<file path="src/rtl/wrr_arbiter.sv">
// Weighted round-robin arbiter.
// A winner keeps the registered one-hot grant for up to weight+1 consecutive
// cycles while its request stays high. Priority then rotates to the index
// just past the winner.
//
// Handshake: there is no ready/valid pair on this block. A requester holds
// req[i] high while it wants service. It is the owner for any cycle in which
// grant[i] is high. A burst continues only if req[i] is still high at the
// edge that ends the current granted cycle. Dropping req ends the burst on
// that edge and discards any unused beats.
module wrr_arbiter #(
  parameter  int N  = 8,
  parameter  int WW = 4,
  localparam int IW = $clog2(N)
) (
  input  logic            clk,
  input  logic            rst_n,
  input  logic [N-1:0]    req,
  input  logic [N*WW-1:0] weight,
  output logic [N-1:0]    grant,
  output logic [IW-1:0]   grant_id,
  output logic            grant_valid
);

  localparam logic [IW:0] N_W = (IW+1)'(N);

  logic [IW-1:0] ptr;      // highest-priority index for the next arbitration
  logic [IW-1:0] cur;      // current owner
  logic [WW-1:0] cnt;      // extra beats left in the current burst
  logic [WW-1:0] w_arr [N];
  logic          cont;
  logic          found;
  logic [IW-1:0] win;

  // Index arithmetic modulo N, so non-power-of-2 N never leaves 0..N-1.
  function automatic logic [IW-1:0] wrap_add(input logic [IW-1:0] base,
                                             input logic [IW:0]   off);
    logic [IW:0] sum;
    sum = {1'b0, base} + off;
    if (sum >= N_W) sum = sum - N_W;
    return sum[IW-1:0];
  endfunction

  // Unpack the flat weight bus into one field per requester.
  for (genvar i = 0; i < N; i++) begin : g_w
    assign w_arr[i] = weight[i*WW +: WW];
  end

  // The owner keeps the grant while it still requests and has beats left.
  always_comb begin
    cont = grant_valid && req[cur] && (cnt != '0);
  end

  // Rotating priority scan: first set request starting at ptr.
  always_comb begin : scan
    logic [IW-1:0] idx;
    found = 1'b0;
    win   = '0;
    idx   = '0;
    for (int o = 0; o < N; o++) begin
      idx = wrap_add(ptr, (IW+1)'(o));
      if (!found && req[idx]) begin
        found = 1'b1;
        win   = idx;
      end
    end
  end

  // Each edge does one of three things: continue the burst, start a new grant, or go idle.
  always_ff @(posedge clk or negedge rst_n) begin
    if (!rst_n) begin
      grant       <= '0;
      grant_id    <= '0;
      grant_valid <= 1'b0;
      ptr         <= '0;
      cur         <= '0;
      cnt         <= '0;
    end else if (cont) begin
      cnt <= cnt - WW'(1);
    end else if (found) begin
      grant       <= {{(N-1){1'b0}}, 1'b1} << win;
      grant_id    <= win;
      grant_valid <= 1'b1;
      cur         <= win;
      cnt         <= w_arr[win];
      ptr         <= wrap_add(win, (IW+1)'(1));
    end else begin
      grant       <= '0;
      grant_id    <= '0;
      grant_valid <= 1'b0;
    end
  end

endmodule

</file>
<file path="config.mk">
export PLATFORM = sky130hd
export DESIGN_NAME = wrr_arbiter
export DESIGN_NICKNAME = d
export VERILOG_FILES = /design/src/rtl/wrr_arbiter.sv
export SDC_FILE = /design/constraint.sdc
export NUM_CORES = 1
export LEC_CHECK = 0
export ABC_CLOCK_PERIOD_IN_PS = 4980
export CAP_MARGIN = 40
export CORE_ASPECT_RATIO = 0.8
export CORE_MARGIN = 4
export CORE_UTILIZATION = 35
export CTS_BUF_LIST = sky130_fd_sc_hd__clkbuf_4 sky130_fd_sc_hd__clkbuf_8 sky130_fd_sc_hd__clkbuf_16
export CTS_CLUSTER_DIAMETER = 120
export CTS_CLUSTER_SIZE = 14
export DETAILED_ROUTE_END_ITERATION = 16
export SETUP_SLACK_MARGIN = 0.05
export SYNTH_ARGS = -nofsm -noshare
export SYNTH_HDL_FRONTEND = slang
export SYNTH_SLANG_ARGS = --single-unit
</file>
<file path="constraint.sdc">
create_clock -name clk -period 4.98 [get_ports clk]
set_input_delay 0.747 -clock clk [delete_from_list [all_inputs] [get_ports clk]]
set_output_delay 0.747 -clock clk [all_outputs]
set_load 0.02 [all_outputs]
</file>
==> results of run 1 <==
==> final cells by class <==
class	instances	area [sq um]	share of cell area, %
clock buffers	3	41.3	1.36
clock inverters	1	30.0	0.991
inverters	11	41.3	1.36
multi-input cells	193	1670	55.1
flip-flops and latches	22	551	18.2
well taps	84	105	3.47
repair buffers	60	591	19.5
==> placed cells by master (no fill, tap or decap), types with 4 or more instances in the layout <==
| cell | netlist | layout |
|---|---|---|
| sky130_fd_sc_hd__a211oi_1 | 4 | 4 |
| sky130_fd_sc_hd__a21oi_1 | 5 | 5 |
| sky130_fd_sc_hd__a22o_1 | 4 | 4 |
| sky130_fd_sc_hd__buf_4 | 4 | 6 |
| sky130_fd_sc_hd__clkdlybuf4s50_1 | 0 | 53 |
| sky130_fd_sc_hd__dfrtp_1 | 22 | 22 |
| sky130_fd_sc_hd__ha_1 | 9 | 9 |
| sky130_fd_sc_hd__inv_1 | 6 | 6 |
| sky130_fd_sc_hd__mux2_2 | 11 | 11 |
| sky130_fd_sc_hd__mux2i_1 | 25 | 25 |
| sky130_fd_sc_hd__mux4_1 | 4 | 4 |
| sky130_fd_sc_hd__mux4_2 | 12 | 12 |
| sky130_fd_sc_hd__nand2_1 | 31 | 31 |
| sky130_fd_sc_hd__nand3_1 | 8 | 8 |
| sky130_fd_sc_hd__nor2_1 | 17 | 17 |
| sky130_fd_sc_hd__o21ai_0 | 10 | 10 |
==> through the flow <==
step,hold slack (ps),cells
floorplan,451,240
global placement,466,369
CTS,492,374
global route,514,374
finish,483,374
detailed placement,472,370
==> flip-flops by register name, indices dropped and copies added, names as in the netlist <==
| register | flops |
|---|---|
| grant | 8 |
| cnt | 4 |
| cur | 3 |
| grant_id | 3 |
| ptr | 3 |
| grant_valid | 1 |
==> cells by family (layout without fill, tap and decap cells) <==
group | Yosys count | in the layout | synth area share [%]
multiplexers | 54 | 54 | 32.4
AO/OA/AOI/OAI | 60 | 60 | 19.2
AND/OR/NAND/NOR | 68 | 68 | 12.7
flip-flops | 22 | 22 | 23.0
adder cells (fa/ha/maj) | 9 | 9 | 4.71
buffers and inverters | 25 | 75 | 7.18
XOR/XNOR | 2 | 2 | 0.734
==> synthesized netlist by cell type, types with 2 or more instances <==
| cell type | number | share of area (%) |
|---|---|---|
| sky130_fd_sc_hd__o211a_1 | 3 | 1.3 |
| sky130_fd_sc_hd__o22ai_1 | 2 | 0.52 |
| sky130_fd_sc_hd__a21oi_1 | 5 | 1.0 |
| sky130_fd_sc_hd__mux2i_1 | 25 | 10 |
| sky130_fd_sc_hd__buf_4 | 4 | 1.3 |
| sky130_fd_sc_hd__ha_1 | 9 | 4.7 |
| sky130_fd_sc_hd__nor2_1 | 17 | 2.7 |
| sky130_fd_sc_hd__a31oi_1 | 2 | 0.52 |
| sky130_fd_sc_hd__a21o_1 | 3 | 0.94 |
| sky130_fd_sc_hd__clkbuf_1 | 2 | 0.31 |
| sky130_fd_sc_hd__mux2_2 | 11 | 5.2 |
| sky130_fd_sc_hd__o211ai_1 | 3 | 0.94 |
| sky130_fd_sc_hd__mux4_1 | 4 | 4.4 |
| sky130_fd_sc_hd__a211oi_1 | 4 | 1.3 |
| sky130_fd_sc_hd__o32a_1 | 2 | 0.84 |
| sky130_fd_sc_hd__nor3_1 | 3 | 0.63 |
| sky130_fd_sc_hd__clkinv_1 | 3 | 0.47 |
| sky130_fd_sc_hd__dfrtp_1 | 22 | 23 |
| sky130_fd_sc_hd__and2b_1 | 3 | 0.94 |
| sky130_fd_sc_hd__buf_12 | 2 | 1.7 |
| sky130_fd_sc_hd__a22o_2 | 2 | 0.84 |
| sky130_fd_sc_hd__o21ai_0 | 10 | 2.1 |
| sky130_fd_sc_hd__buf_2 | 2 | 0.42 |
| sky130_fd_sc_hd__mux4_2 | 12 | 11 |
| sky130_fd_sc_hd__xor2_1 | 2 | 0.73 |
| sky130_fd_sc_hd__a32o_1 | 2 | 0.84 |
| sky130_fd_sc_hd__inv_2 | 2 | 0.31 |
| sky130_fd_sc_hd__nand3_1 | 8 | 1.7 |
| sky130_fd_sc_hd__inv_1 | 6 | 0.94 |
| sky130_fd_sc_hd__a22o_1 | 4 | 1.5 |
| sky130_fd_sc_hd__nand2_1 | 31 | 4.9 |
| sky130_fd_sc_hd__a211o_1 | 3 | 1.1 |
| sky130_fd_sc_hd__buf_6 | 3 | 1.4 |
==> worst max-delay path by stage <==
stage          endpoint
2_1_floorplan    ptr[2]
6_report         cnt[0]
5_1_grt          cnt[1]
3_3_place_gp     cnt[1]
4_1_cts          cnt[1]
3_5_place_dp     cnt[1]
==> worst register-to-register path, delay by kind of cell (launching register included) <==
family	cells	cell delay [ps]
adders and majority gates	1	590
muxes	4	1510
AOI/OAI and AO/OA	5	1060
DFF	1	640
buffers and inverters	2	440
and+or+nand+nor	1	60
==> routing by layer <==
metal	vias up	part of all wire (%)
met5	-	0
met4	0	0.33
met3	2	7.7
met2	90	42
met1	981	50
li1	1022	-
==> impl_summary.txt, run 1 <==
----------------------------------------------------
[Global routing]
  Met1 Usage GRT ... 23.8%
  Met2 track utilization from global routing ... 21.8%
  Pin count of the biggest net entering global routing ... 24
  Routing layer with the top usage in global route ... met1
  Residual overflow from global routing ... 0
  Antenna violations before repair ... 0
  Total GRT Usage ... 15.2%
  Wire length of the first global-routing pass ... 10.2 mm
  Via count of the first global-routing pass ... 2,038
  Global-route met3 utilization ... 3.23%

[Critical path]
  Startpoint of the worst setup timing path ... ptr[1]
  Crit path capture type ... flop
  Critical path class ... flop to flop
  Cell family with most CP delay ... multiplexers
  Max Fanout on Critical Path ... 13
  Stage delay of the slowest cell on the critical path ... 690 ps
  Worst path buffer plus inverter count ... 2
  Most repeated library cell on the critical path ... sky130_fd_sc_hd__mux2_2
  Worst path cell trace ... clkinv_1, ha_1, mux4_1, mux2_2, a21o_1, nand2_1, mux2i_1, o21ai_2, buf_4, mux2_2, o211ai_2, a21oi_2, o32a_1
  Capturing point of the worst reg2reg path ... cnt[0]
  Register-to-Register Setup Slack ... 580 ps
  Number of cell instances on the worst register-to-register path ... 13
  Standard cell with the maximum stage delay on the critical path ... sky130_fd_sc_hd__mux4_1
  Type of element launching the critical path ... flop
  Launch instance of the worst register-to-register path ... ptr[1]
  Critical path data required time ... 5130 ps
  Arrival time of the worst setup path ... 4550 ps
  Path length in cells of the critical path ... 13

[Detailed routing]
  Iteration-0 DRC count of the detailed router ... 120
  Routed vias/inst ... 5.60
  DRC violations left ... 0
  Length of the first detailed-routing pass in iterations ... 4
  Total detailed-routing wirelength ... 6.06 mm
  Overall via count from detail_route ... 2,095
  Routed wire length per instance ... 16.2 um
  Antenna violation net count after detailed routing ... 0

[Floorplanning]
  Number of placement rows ... 26
  Core Box Area ... 6510 sq um
  Initial core utilization ... 36.7%
  Width of the die ... 100 um
  Die boundary height ... 81.9 um
  Number of top-level design ports ... 54
  Floorplan die area ... 8220 sq um

[Clock tree]
  Buffer depth of the longest clock path ... 2
  Master cell of the clock root buffer ... sky130_fd_sc_hd__clkbuf_8
  Hold-fix buffer count after cts ... 0
  TritonCTS buffer count ... 3
  Sink Count ... 22
  H-tree levels ... 1
  Source-to-sink clock delay at the later pin of the worst-skew pair ... 260 ps
  Post-cts repair resize count ... 0
  CTS tree ... yes
  Clock transition at the registers of the reported paths ... 80 ps
  Buffer count from post-CTS setup fixing ... 0

[Min path]
  Min-Delay Path Class ... flop to flop
  Hold depth ... 2
  WHS Endpoint ... grant[7]
  Hold wc startpoint ... grant[7]

[Yosys]
  Cells after synthesis ... 240
  Post-Syn Area per Cell ... 9.95 sq um
  Fraction of registers with async set or reset after synthesis ... 100%
  Summed instance area of the synthesized netlist ... 2390 sq um
  Share of the yosys chip area belonging to registers ... 23.0%
  Number of distinct library cells after synthesis ... 57
  Number of nets produced by synthesis ... 291
  EDFF count, synth ... 0
  Prevailing post-synth register cell ... sky130_fd_sc_hd__dfrtp_1
  Number of warning messages in the yosys log ... 0
  FF+latch count, synth ... 22

[Timing]
  Highest achievable clock rate ... 227 MHz
  Period utilisation layout ... 88.4%
  Worst Tran Pin Value ... 721 ps
  Sum of negative setup slack ... 0 ps
  Final setup viols ... 0
  Worst-case setup margin in the final layout ... 579 ps
  Largest clock skew in the final design ... 4.59 ps
  Final count of hold timing violations ... 0
  Number of pins with negative max-slew slack in the final report ... 0
  Shortest clock period the worst path allows after layout ... 4400 ps
  Slew headroom ... 51.8%
  RSZ-0062 raised after global routing ... no

[Run status]
  Run status ... completed

[Finish]
  Number of antenna cells inserted ... 0
  Final layout net count ... 342
  Final design instance area without fill ... 3030 sq um
  Area growth syn-to-layout ... 26.8%
  Layout cells sized above 1 ... 16.2%
  Final Util ... 46.6%
  Filler instances ... 617

[Placement]
  Pre-CTS WS ... 591 ps
  Final weighted congestion in routability-driven placement ... 0.976
  Count of port buffers added during placement ... 53
  Hpwl dp ... 4.78 mm
  Placed Instance Area ... 2960 sq um

[Flow run]
  Number of maximum-capacitance constraint violations ... 0

----------------------------------------------------
Power of run 1 is left out: the tool's default activity adds up to more than one toggle a clock period on the data nets, which glitch-free logic cannot reach.
==> run 2, diff against run 1 <==
--- a/config.mk
+++ b/config.mk
@@ -9,11 +9,13 @@
 export CAP_MARGIN = 40
 export CORE_ASPECT_RATIO = 0.8
 export CORE_MARGIN = 4
-export CORE_UTILIZATION = 35
+export CORE_UTILIZATION = 45
 export CTS_BUF_LIST = sky130_fd_sc_hd__clkbuf_4 sky130_fd_sc_hd__clkbuf_8 sky130_fd_sc_hd__clkbuf_16
 export CTS_CLUSTER_DIAMETER = 120
 export CTS_CLUSTER_SIZE = 14
 export DETAILED_ROUTE_END_ITERATION = 16
+export HOLD_SLACK_MARGIN = 0.03
+export PLACE_DENSITY = 0.73
 export SETUP_SLACK_MARGIN = 0.05
 export SYNTH_ARGS = -nofsm -noshare
 export SYNTH_HDL_FRONTEND = slang
==> impl_summary.txt, run 2 (synthesis results as in run 1) <==
----------------------------------------------------
[Clock tree]
  Buffer depth of the longest clock path ... 2 (unchanged)
  Buffer count from post-CTS setup fixing ... 0 (unchanged)
  Sink Count ... 22 (unchanged)
  H-tree levels ... 1 (unchanged)
  Hold-fix buffer count after cts ... 0 (unchanged)
  Source-to-sink clock delay at the later pin of the worst-skew pair ... 260 ps (about the same)
  Post-cts repair resize count ... 0 (unchanged)
  TritonCTS buffer count ... 3 (unchanged)
  Clock transition at the registers of the reported paths ... 80 ps (about the same)
  Master cell of the clock root buffer ... sky130_fd_sc_hd__clkbuf_8 (unchanged)
  CTS tree ... yes (unchanged)

[Critical path]
  Max Fanout on Critical Path ... 14 (was 13)
  Crit path capture type ... flop (unchanged)
  Launch instance of the worst register-to-register path ... ptr[1] (unchanged)
  Arrival time of the worst setup path ... 4740 ps (was 4550 ps)
  Type of element launching the critical path ... flop (unchanged)
  Critical path class ... flop to flop (unchanged)
  Capturing point of the worst reg2reg path ... cnt[0] (unchanged)
  Critical path data required time ... 5130 ps (about the same)
  Number of cell instances on the worst register-to-register path ... 12 (was 13)
  Register-to-Register Setup Slack ... 400 ps (was 580 ps)

[Detailed routing]
  Length of the first detailed-routing pass in iterations ... 4 (unchanged)
  Routed vias/inst ... 6.17 (was 5.60)
  Iteration-0 DRC count of the detailed router ... 192 (was 120)
  Routed wire length per instance ... 18.0 um (was 16.2 um)
  Antenna violation net count after detailed routing ... 0 (unchanged)
  DRC violations left ... 0 (unchanged)
  Total detailed-routing wirelength ... 6.32 mm (was 6.06 mm)
  Overall via count from detail_route ... 2,165 (was 2,095)

[Min path]
  Min-Delay Path Class ... flop to flop (unchanged)
  WHS Endpoint ... grant[3] (was grant[7])
  Hold depth ... 2 (unchanged)
  Hold wc startpoint ... grant[3] (was grant[7])

[Global routing]
  Global-route met3 utilization ... 7.00% (was 3.23%)
  Wire length of the first global-routing pass ... 10.7 mm (was 10.2 mm)
  Routing layer with the top usage in global route ... met1 (unchanged)
  Met1 Usage GRT ... 31.5% (was 23.8%)
  Met2 track utilization from global routing ... 29.4% (was 21.8%)
  Pin count of the biggest net entering global routing ... 26 (was 24)
  Residual overflow from global routing ... 0 (unchanged)
  Via count of the first global-routing pass ... 2,193 (was 2,038)
  Antenna violations before repair ... 0 (unchanged)
  Total GRT Usage ... 20.8% (was 15.2%)

[Placement]
  Count of port buffers added during placement ... 53 (unchanged)
  Hpwl dp ... 4.99 mm (was 4.78 mm)
  Final weighted congestion in routability-driven placement ... 0.921 (was 0.976)

[Finish]
  Number of antenna cells inserted ... 0 (unchanged)
  Largest registers ranked by flip-flop count ... grant x8, cnt x4 (unchanged)
  Flip-flop count of the largest register after layout ... 8 (unchanged)
  Area growth syn-to-layout ... 25.4% (was 26.8%)
  Most common library cell in the layout ignoring fill and taps ... sky130_fd_sc_hd__clkdlybuf4s50_1 (unchanged)
  Commonest cells after routing, fill and taps aside ... 53 x sky130_fd_sc_hd__clkdlybuf4s50_1, 31 x sky130_fd_sc_hd__nand2_1, 25 x sky130_fd_sc_hd__mux2i_1 (unchanged)
  Layout cells sized above 1 ... 15.9% (was 16.2%)
  Top register by number of flip-flops ... grant (unchanged)
  Filler instances ... 439 (was 617)
  Final layout net count ... 341 (was 342)
  Final Util ... 59.1% (was 46.6%)

[Timing]
  Worst Tran Pin Value ... 666 ps (was 721 ps)
  Final count of hold timing violations ... 0 (unchanged)
  Slew headroom ... 55.4% (was 51.8%)
  Final setup viols ... 0 (unchanged)
  RSZ-0062 raised after global routing ... no (unchanged)
  Period utilisation layout ... 92.0% (was 88.4%)
  Sum of negative setup slack ... 0 ps (unchanged)
  Number of pins with negative max-slew slack in the final report ... 0 (unchanged)
  Shortest clock period the worst path allows after layout ... 4580 ps (was 4400 ps)
  Highest achievable clock rate ... 218 MHz (was 227 MHz)
  Largest clock skew in the final design ... 1.74 ps (was 4.59 ps)

[Floorplanning]
  Initial core utilization ... 47.2% (was 36.7%)
  Number of placement rows ... 23 (was 26)
  Width of the die ... 89.5 um (was 100 um)
  Die boundary height ... 73.2 um (was 81.9 um)
  Number of top-level design ports ... 54 (unchanged)
  Core Box Area ... 5060 sq um (was 6510 sq um)
  Floorplan die area ... 6540 sq um (was 8220 sq um)

[Run status]
  Run status ... completed (unchanged)

[Flow run]
  Number of maximum-capacitance constraint violations ... 0 (unchanged)

----------------------------------------------------
==> run 2: critical path: stages, from the launching register on <==
cell and delay (ps):
sky130_fd_sc_hd__dfrtp_1 650, sky130_fd_sc_hd__clkinv_1 170, sky130_fd_sc_hd__ha_1 590, sky130_fd_sc_hd__mux4_1 740, sky130_fd_sc_hd__mux2_2 360, sky130_fd_sc_hd__a21o_1 160
sky130_fd_sc_hd__nand2_1 70, sky130_fd_sc_hd__mux2i_1 120, sky130_fd_sc_hd__o21ai_2 580, sky130_fd_sc_hd__mux2_2 410, sky130_fd_sc_hd__o211ai_1 250, sky130_fd_sc_hd__a21oi_2 90
sky130_fd_sc_hd__o32a_1 280
==> run 2: per-stage QoR <==
step	worst slack, ps	hold WS (ps)	instance area (sq um)	instances
after floorplan	1010	451	2390	240
after global placement	495	469	2910	346
after detailed placement	410	469	2920	347
after CTS	410	488	2990	351
after global routing	102	521	2990	351
final	396	481	2990	351
==> run 2: cell type report <==
type / count / area, sq um / share of cell area (%)
Timing Repair Buffer: 59 / 583 / 19.5
Clock buffer: 3 / 41.3 / 1.38
Multi-Input combinational cell: 193 / 1670 / 55.8
Inverter: 11 / 41.3 / 1.38
Clock inverter: 1 / 30.0 / 1.00
Sequential cell: 22 / 551 / 18.4
Tap cell: 62 / 77.6 / 2.59
==> run 2: worst max path at each step <==
stage          startpoint  endpoint  slack (ps)
2_1_floorplan      ptr[0]    ptr[2]        1010
3_5_place_dp       ptr[1]    cnt[0]         410
6_report           ptr[1]    cnt[0]         400
5_1_grt            ptr[1]    cnt[0]         100
4_1_cts            ptr[1]    cnt[0]         410
3_3_place_gp       ptr[1]    cnt[1]         490
==> run 2: layer usage <==
| metal | share of wire [%] | vias up |
|---|---|---|
| met5 | 0 | - |
| met4 | 0.71 | 0 |
| met3 | 9.7 | 7 |
| met2 | 44 | 91 |
| met1 | 46 | 1045 |
| li1 | - | 1022 |
Power of run 2 is left out for the same reason.
